### src/rtl/maxima_reduction_ctrl.sv
// Per-frame sequencer for the find_maxima reduction tree: one load/wait/emit pass per band,
// streaming one {index, magnitude} peak record per band downstream.
module maxima_reduction_ctrl #(
  parameter int          NUM_BANDS = 4,
  parameter int          BAND_W    = 2,
  parameter int          TREE_LAT  = 11,
  parameter int          TIMEOUT   = 16,
  parameter logic [15:0] THRESH    = 16'd64
) (
  input  logic              clk,
  input  logic              reset,
  input  logic              frame_valid,
  output logic              frame_ready,
  output logic [BAND_W-1:0] band_sel,
  output logic              red_load,
  input  logic              red_active,
  input  logic [24:0]       red_result,
  output logic              peak_valid,
  input  logic              peak_ready,
  output logic [24:0]       peak_data,
  output logic [BAND_W-1:0] peak_band,
  output logic              peak_hit,
  output logic              peak_last,
  output logic              busy,
  output logic [15:0]       frame_count,
  output logic              err_timeout
);

  // A timeout shorter than the tree latency would abort every pass, so clamp it.
  localparam int                  LIMIT     = (TIMEOUT > TREE_LAT) ? TIMEOUT : TREE_LAT + 1;
  localparam int                  TIMER_W   = $clog2(LIMIT) + 1;
  localparam logic [TIMER_W-1:0]  TIMER_MAX = TIMER_W'(LIMIT - 1);
  localparam logic [BAND_W-1:0]   LAST_BAND = BAND_W'(NUM_BANDS - 1);

  typedef enum logic [1:0] {
    S_IDLE = 2'd0,
    S_LOAD = 2'd1,
    S_WAIT = 2'd2,
    S_EMIT = 2'd3
  } state_t;

  state_t             state_r;
  state_t             state_next_s;
  logic [TIMER_W-1:0] timer_r;
  logic               accept_s;
  logic               handshake_s;
  logic               timed_out_s;
  logic               last_band_s;

  // Index 0 is the zeroed DC bin and can never be a genuine peak.
  function automatic logic is_hit(input logic [24:0] rec);
    return (rec[15:0] >= THRESH) && (rec[24:16] != 9'd0);
  endfunction

  assign last_band_s = (band_sel == LAST_BAND);

  // Next-state decode and per-state event strobes
  always_comb begin
    state_next_s = state_r;
    accept_s     = 1'b0;
    handshake_s  = 1'b0;
    timed_out_s  = 1'b0;
    case (state_r)
      S_IDLE: begin
        accept_s = frame_valid && frame_ready;
        if (accept_s) begin
          state_next_s = S_LOAD;
        end else begin
          state_next_s = S_IDLE;
        end
      end
      S_LOAD: begin
        state_next_s = S_WAIT;
      end
      S_WAIT: begin
        if (red_active) begin
          state_next_s = S_EMIT;
        end else if (timer_r == TIMER_MAX) begin
          timed_out_s  = 1'b1;
          state_next_s = S_EMIT;
        end else begin
          state_next_s = S_WAIT;
        end
      end
      S_EMIT: begin
        handshake_s = peak_valid && peak_ready;
        if (handshake_s) begin
          state_next_s = last_band_s ? S_IDLE : S_LOAD;
        end else begin
          state_next_s = S_EMIT;
        end
      end
      default: begin
        state_next_s = S_IDLE;
      end
    endcase
  end

  // State register
  always_ff @(posedge clk) begin
    if (reset) begin
      state_r <= S_IDLE;
    end else begin
      state_r <= state_next_s;
    end
  end

  // Registered outputs, band/timer bookkeeping and peak capture
  always_ff @(posedge clk) begin
    if (reset) begin
      frame_ready <= 1'b1;
      busy        <= 1'b0;
      red_load    <= 1'b0;
      peak_valid  <= 1'b0;
      band_sel    <= '0;
      timer_r     <= '0;
      peak_data   <= 25'd0;
      peak_band   <= '0;
      peak_hit    <= 1'b0;
      peak_last   <= 1'b0;
      frame_count <= 16'd0;
      err_timeout <= 1'b0;
    end else begin
      frame_ready <= (state_next_s == S_IDLE);
      busy        <= (state_next_s != S_IDLE);
      red_load    <= (state_next_s == S_LOAD);
      peak_valid  <= (state_next_s == S_EMIT);

      if (state_r == S_LOAD) begin
        timer_r <= '0;
      end else if (state_r == S_WAIT) begin
        timer_r <= timer_r + TIMER_W'(1);
      end

      // A late red_active in the timeout cycle still counts as a valid answer.
      if ((state_r == S_WAIT) && red_active) begin
        peak_data <= red_result;
        peak_hit  <= is_hit(red_result);
        peak_band <= band_sel;
        peak_last <= last_band_s;
      end else if (timed_out_s) begin
        peak_data   <= 25'd0;
        peak_hit    <= 1'b0;
        peak_band   <= band_sel;
        peak_last   <= last_band_s;
        err_timeout <= 1'b1;
      end

      if (accept_s) begin
        band_sel <= '0;
      end else if (handshake_s) begin
        band_sel <= last_band_s ? '0 : band_sel + BAND_W'(1);
      end

      if (handshake_s && last_band_s) begin
        frame_count <= frame_count + 16'd1;
      end
    end
  end

endmodule
### config.mk
export PLATFORM = sky130hd
export DESIGN_NAME = maxima_reduction_ctrl
export DESIGN_NICKNAME = d
export VERILOG_FILES = /design/src/rtl/maxima_reduction_ctrl.sv
export SDC_FILE = /design/constraint.sdc
export NUM_CORES = 1
export LEC_CHECK = 0
export ABC_AREA = 1
export CORE_ASPECT_RATIO = 1.5
export CORE_MARGIN = 2
export CORE_UTILIZATION = 25
export CTS_CLUSTER_SIZE = 12
export DETAILED_ROUTE_END_ITERATION = 12
export GPL_TIMING_DRIVEN = 0
export PLACE_DENSITY = 0.59
export SYNTH_ARGS = -nofsm -noshare
export SYNTH_HDL_FRONTEND = slang
export SYNTH_SLANG_ARGS = --single-unit
### constraint.sdc
create_clock -name clk -period 2.1 [get_ports clk]
set_input_delay 0.315 -clock clk [delete_from_list [all_inputs] [get_ports clk]]
set_output_delay 0.315 -clock clk [all_outputs]
set_load 0.01 [all_outputs]
==> results.json, run 1 <==
{
  "status": "finished, final reports clean",
  "layout_common_cells": "98 x nand2_1, 80 x clkdlybuf4s50_1, 59 x dfxtp_1",
  "avgSynthCellArea_um2": 7.30,
  "initial_core_util": 0.255,
  "finalSetupViolCount": 0,
  "vias": 2430,
  "htreeDepth": 3,
  "skew_ns": 0.00312,
  "syn-cell-area_mm2": 0.00244,
  "grt_setup_unrepaired": "false",
  "hp-class": "input pin to flop",
  "clkTransAtPathRegs_ns": 0.05,
  "grt_pass1_wl_um": 10300,
  "period_minus_slack_ns": 1.64,
  "slowest_stage": "clkdlybuf4s50_1",
  "wire_per_inst_um": 11.8,
  "p_leak_nw": 1.34,
  "viasPerCell": 4.47,
  "num_rows": 44,
  "drt_iter0_markers": 102,
  "maxCapViolCount": 0,
  "synthFlopType": "dfxtp_1",
  "grt_max_degree": 11,
  "grt_overflow": 0,
  "required_ns": 1.78,
  "synthTopCellsByArea": "dfxtp_1 48%, nand2_1 15%, a21oi_1 8.0%, nor2_1 7.7%, nand3_1 3.3%",
  "final_common_cell": "nand2_1",
  "grt_use_total": 0.120,
  "crit_family": "buffers and inverters",
  "regArea_mm2": 0.00118,
  "ant_nets": 0,
  "synth_top_area_cell": "dfxtp_1",
  "worstMarginPinSlew_ns": 0.571,
  "ys_seq_area_frac": 0.484,
  "fin_util": 0.384,
  "totalWireLength_um": 6410,
  "drc": 0,
  "worstHoldStart": "reset",
  "drive_gt1_frac": 0.0676,
  "hold_viol": 0,
  "detail_route.first_pass.iterations": 5,
  "synth.distinct_cells": 28,
  "critPathLaunchType": "flop",
  "synth_top_area_frac": 0.484,
  "first_global_vias": 2274,
  "crit_start": "frame_count[2]$_SDFFE_PP0P_",
  "ys_async_sr_fraction": 0,
  "syn_nets": 368,
  "cts_resized": 0,
  "yosys_warnings": 0,
  "synth_edf_count": 0,
  "regToRegStartpoint": "timer_r[0]$_SDFFE_PP0P_",
  "num_antenna_cells": 0,
  "numPortBuffers": 80,
  "final_nets": 459,
  "hold_buffers": 0,
  "multi_input_area_mm2": 0.00110,
  "ios": 82,
  "die_h_um": 125,
  "min_period_over_period": 0.779,
  "finalSetupTns_ns": 0,
  "n_fill_cell": 1027,
  "grt_antenna_before_repair": 0,
  "ir_drop_mv": 0.483,
  "p_per_area_mw_per_mm2": 796,
  "clk_latency_ns": 0.32,
  "dp_hpwl_um": 4870,
  "die_x_um": 84.6,
  "fmax_mhz": 611,
  "synth_cells": 334,
  "arrival_ns": 1.32,
  "die-area_mm2": 0.0106,
  "ys_ff_latch": 59,
  "area_delta_synth_final_pct": 50.8,
  "relSlewSlack": 0.619,
  "cts_setup_buffers": 0,
  "cts_tree": "built",
  "path_buf_inv": 1,
  "cp-end-kind": "output port",
  "maxSlewViolCount": 0,
  "core_mm2": 0.00958,
  "max_stage_delay_ns": 0.58,
  "clock-sinks": 59,
  "clock_path_buffers": 2,
  "cts_buffers": 9,
  "crit_chain": "clkdlybuf4s50_1",
  "cts-root-buf": "clkbuf_16",
  "crit_fanout": 6,
  "globalplace.congestion": 0.771,
  "criticalPathCategory": "flop to output port"
}
[kinds of logic after synthesis]
kind of cell,Yosys count,share of synthesized area
simple gates,179,0.307
flops,59,0.484
compound gates,53,0.113
buf+inv,36,0.0646
fa+ha+maj,4,0.0205
xor+xnor,3,0.0108
[path summary, 6_finish.rpt]
| path | end | slack (ns) | depth (start not counted) |
|---|---|---|---|
| setup / recovery | frame_count[2] | 0.46 | 1 |
| hold / removal | frame_count[4]$_SDFFE_PP0P_ | 0.37 | 2 |
| setup reg to reg | peak_data[16]$_SDFFE_PP0P_ | 0.47 | 9 |
| hold reg to reg | peak_data[21]$_SDFFE_PP0P_ | 0.46 | 2 |
[report_power, final]
part | internal, W | switching (W)
combinational | 0.000151 | 0.000147
clock | 0.000973 | 0.000464
sequential | 0.00117 | 0.0000243
[sequential cells by signal, summed over array words and instances, names as in the netlist, 2 cells and up]
signal	flops
peak_data	25
state_r	2
peak_band	2
band_sel	2
frame_count	16
timer_r	5
[through the flow]
step                setup WS, ns  instances  area (um^2)  hold slack [ns]  power, W
finish                     0.464        544         3680            0.373   0.00293
global route               0.279        544         3680            0.433   0.00305
CTS                        0.436        544         3680            0.387   0.00297
detailed placement         0.316        529         3380            0.453   0.00151
global placement           0.335        529         3380            0.447   0.00151
floorplan                  0.669        334         2440            0.462   0.00135
[area by class of cell]
type / count / area share
timing repair buffer: 80 / 0.218
inverter: 25 / 0.0255
clock inverter: 2 / 0.00952
sequential: 59 / 0.321
multi-input combinational: 239 / 0.299
clock buffer: 13 / 0.0707
tap: 115 / 0.0391
buffer: 11 / 0.0173
[cell usage after synthesis (2+ instances only)]
cell / count
nand4_1: 3
nand2_1: 98
nor2_4: 3
ha_1: 4
dfxtp_1: 59
nor3b_1: 2
nor2_1: 50
clkbuf_1: 5
nor3_1: 3
xor2_1: 2
buf_6: 2
o21ai_0: 9
inv_1: 21
nand2_2: 2
buf_2: 3
nand3_1: 16
a21oi_1: 39
inv_2: 3
[metal layers]
metal / GRT usage / part of all wire / vias to the layer above
met2: 0.213 / 0.49 / 80
met5: 0 / 0 / -
met1: 0.138 / 0.43 / 1094
met3: 0.0350 / 0.063 / 6
li1: - / - / 1250
met4: 0.0392 / 0.012 / 0
Power figures use the tool's default switching activity.
==> run 2, diff against run 1 <==
--- a/config.mk
+++ b/config.mk
@@ -12,7 +12,7 @@
 export CTS_CLUSTER_SIZE = 12
 export DETAILED_ROUTE_END_ITERATION = 12
 export GPL_TIMING_DRIVEN = 0
-export PLACE_DENSITY = 0.59
+export PLACE_DENSITY = 0.61
 export SYNTH_ARGS = -nofsm -noshare
 export SYNTH_HDL_FRONTEND = slang
 export SYNTH_SLANG_ARGS = --single-unit
==> constraint.sdc (replaced) <==
create_clock -name clk -period 1.33 [get_ports clk]
set_input_delay 0.1995 -clock clk [delete_from_list [all_inputs] [get_ports clk]]
set_output_delay 0.1995 -clock clk [all_outputs]
set_load 0.01 [all_outputs]
==> run 2 against run 1 <==
Net effect:
- the run now ends with setup timing left
- clock power up 85%
- global-route usage up 1.6 points
- worst setup slack worse by 0.62 ns
- critical endpoint is now peak_data[18]$_SDFFE_PP0P_
- critical path depth up 8
- total power up 73%
- non-clock buffer count up 17
- register-to-register slack worse by 0.63 ns
- design area up 11%
- core utilization up 4.2 points
- first-iteration DRC count down 29%
- largest cell class is now multi-input gates
- cell count up 3.3%
- sequential cell count unchanged
- highest routed layer unchanged
==> results.json, run 2 (synthesis gave the netlist of run 1 again) <==
{
  "status": "finished with violations",
  "violations": "setup timing",
  "worstHoldStart": "reset",
  "regToRegStartpoint": "timer_r[1]$_SDFFE_PP0P_",
  "p_sw_w": 0.00110,
  "finalSetupViolCount": 37,
  "drc": 0,
  "maxSlewViolCount": 0,
  "totalWireLength_um": 7220,
  "dpl-instance-area_mm2": 0.00342,
  "swShare": 0.219,
  "grt_max_degree": 11,
  "clock_path_buffers": 2,
  "clockPowerShare": 0.529,
  "finalSetupTns_ns": -4.21,
  "viasPerCell": 4.50,
  "fmax_mhz": 673,
  "cts_buffers": 9,
  "numPortBuffers": 80,
  "power.share.sequential": 0.372,
  "criticalPathCategory": "flop to flop",
  "period_minus_slack_ns": 1.49,
  "clk_latency_ns": 0.33,
  "grt_use_total": 0.137,
  "p_comb_frac": 0.099,
  "first_global_vias": 2474,
  "top_register": "peak_data",
  "ant_nets": 0,
  "busiest_layer": "met2",
  "die_h_um": 125,
  "min_period_over_period": 1.12,
  "intPower_w": 0.00395,
  "crit_start": "timer_r[1]$_SDFFE_PP0P_",
  "crit_fanout": 7,
  "ios": 82,
  "cts-root-buf": "clkbuf_16",
  "die_x_um": 84.6,
  "globalplace.congestion": 0.776,
  "worst_hold_slack_ns": 0.311,
  "num_rows": 44,
  "vias": 2529,
  "p_leak_nw": 1.75,
  "num_antenna_cells": 0,
  "arrival_ns": 1.73,
  "critPathLaunchType": "flop",
  "largest_reg_flops": 25,
  "wire_per_inst_um": 12.8,
  "fin_area_mm2": 0.00409,
  "top_regs": "peak_data x25, frame_count x16, timer_r x5",
  "grt_overflow": 0,
  "grt_pass1_wl_um": 11500,
  "grt_use_met1": 0.161,
  "clock-sinks": 59,
  "setup_ws_ns": -0.156,
  "hp-class": "input pin to flop",
  "cp-end-kind": "flop",
  "p_per_area_mw_per_mm2": 1240,
  "ir_drop_mv": 0.688,
  "dpl.cell_count": 529,
  "drt_iter0_markers": 72,
  "fin_cells": 562,
  "use_met3": 0.0284,
  "initial_core_util": 0.255,
  "dp_hpwl_um": 4990,
  "skew_ns": 0.00727,
  "grt_setup_unrepaired": "true",
  "relSlewSlack": 0.548,
  "htreeDepth": 3,
  "grt_util_met2": 0.229,
  "core_mm2": 0.00958,
  "hold_viol": 0,
  "clkTransAtPathRegs_ns": 0.06,
  "die-area_mm2": 0.0106,
  "final_nets": 476,
  "worstMarginPinSlew_ns": 0.678,
  "layout_common_cells": "83 x nand2_1, 52 x dlygate4sd2_1, 50 x dfxtp_1",
  "hold_buffers": 0,
  "drive_gt1_frac": 0.230,
  "grt_antenna_before_repair": 0,
  "area_delta_synth_final_pct": 67.5,
  "detail_route.first_pass.iterations": 4,
  "required_ns": 1.58,
  "final_common_cell": "nand2_1",
  "maxCapViolCount": 0,
  "n_fill_cell": 995,
  "cts_tree": "built"
}
## run 2: worst paths after layout
check | end | slack (ns) | cells past startpoint
setup / recovery | peak_data[18]$_SDFFE_PP0P_ | -0.16 | 9
hold / removal | frame_count[4]$_SDFFE_PP0P_ | 0.31 | 2
setup reg to reg | peak_data[18]$_SDFFE_PP0P_ | -0.16 | 9
hold reg to reg | peak_data[19]$_SDFFE_PP0P_ | 0.46 | 2
## run 2: critical path: stages, from the launching register on
cell and delay [ns]:
dfxtp_2 0.33, ha_4 0.16, inv_2 0.05, nor3_2 0.03
ha_2 0.19, o21ai_4 0.18, buf_6 0.17, buf_6 0.13
nand2_1 0.05, a21oi_1 0.11
## run 2: power by group through the flow
stage / Combinational [W] / Sequential [W] / Clock [W]
finish: 0.000501 / 0.00188 / 0.00267
global route: 0.000555 / 0.00189 / 0.00282
CTS: 0.000491 / 0.00188 / 0.00274
detailed placement: 0.000480 / 0.00192 / 0
global placement: 0.000473 / 0.00192 / 0
floorplan: 0.000192 / 0.00194 / 0
## run 2: what timing repair did
| action | in CTS | in global routing |
|---|---|---|
| gates cloned | 2 | 0 |
| resized for setup | 82 | 41 |
| setup endpoints to repair | 94 | 45 |
| pin swaps | 7 | 15 |
| buffers inserted | 10 | 5 |
## run 2: layout make-up
type                       count  area, um^2  area share
multi-input combinational    239        1340       0.327
tap                          115         144      0.0352
timing repair buffer          97         895       0.219
buffer                        11        73.8      0.0181
clock buffer                  11         243      0.0594
clock inverter                 5         100      0.0245
inverter                      25        97.6      0.0239
sequential                    59        1200       0.293
## run 2: stage by stage
| step | setup WS (ns) | utilization | power [W] |
|---|---|---|---|
| after detailed placement | -0.323 | 0.357 | 0.00240 |
| final | -0.156 | 0.426 | 0.00505 |
| after global placement | -0.270 | 0.357 | 0.00239 |
| after CTS | -0.203 | 0.405 | 0.00511 |
| after floorplan | -0.0139 | - | 0.00213 |
| after global routing | -0.250 | 0.426 | 0.00527 |
## run 2: metal layers
metal | wire (um) | vias to the layer above
li1 | - | 1287
met2 | 3680 | 69
met3 | 349 | 18
met4 | 221 | 0
met1 | 2960 | 1155
met5 | 0 | -
==> run 3, diff against run 2 <==
--- a/config.mk
+++ b/config.mk
@@ -12,6 +12,7 @@
 export CTS_CLUSTER_SIZE = 12
 export DETAILED_ROUTE_END_ITERATION = 12
 export GPL_TIMING_DRIVEN = 0
+export HOLD_SLACK_MARGIN = 0.1
 export PLACE_DENSITY = 0.61
 export SYNTH_ARGS = -nofsm -noshare
 export SYNTH_HDL_FRONTEND = slang
==> results of run 3 <==
Final layout, timing and power as in run 2 (identical DEF).
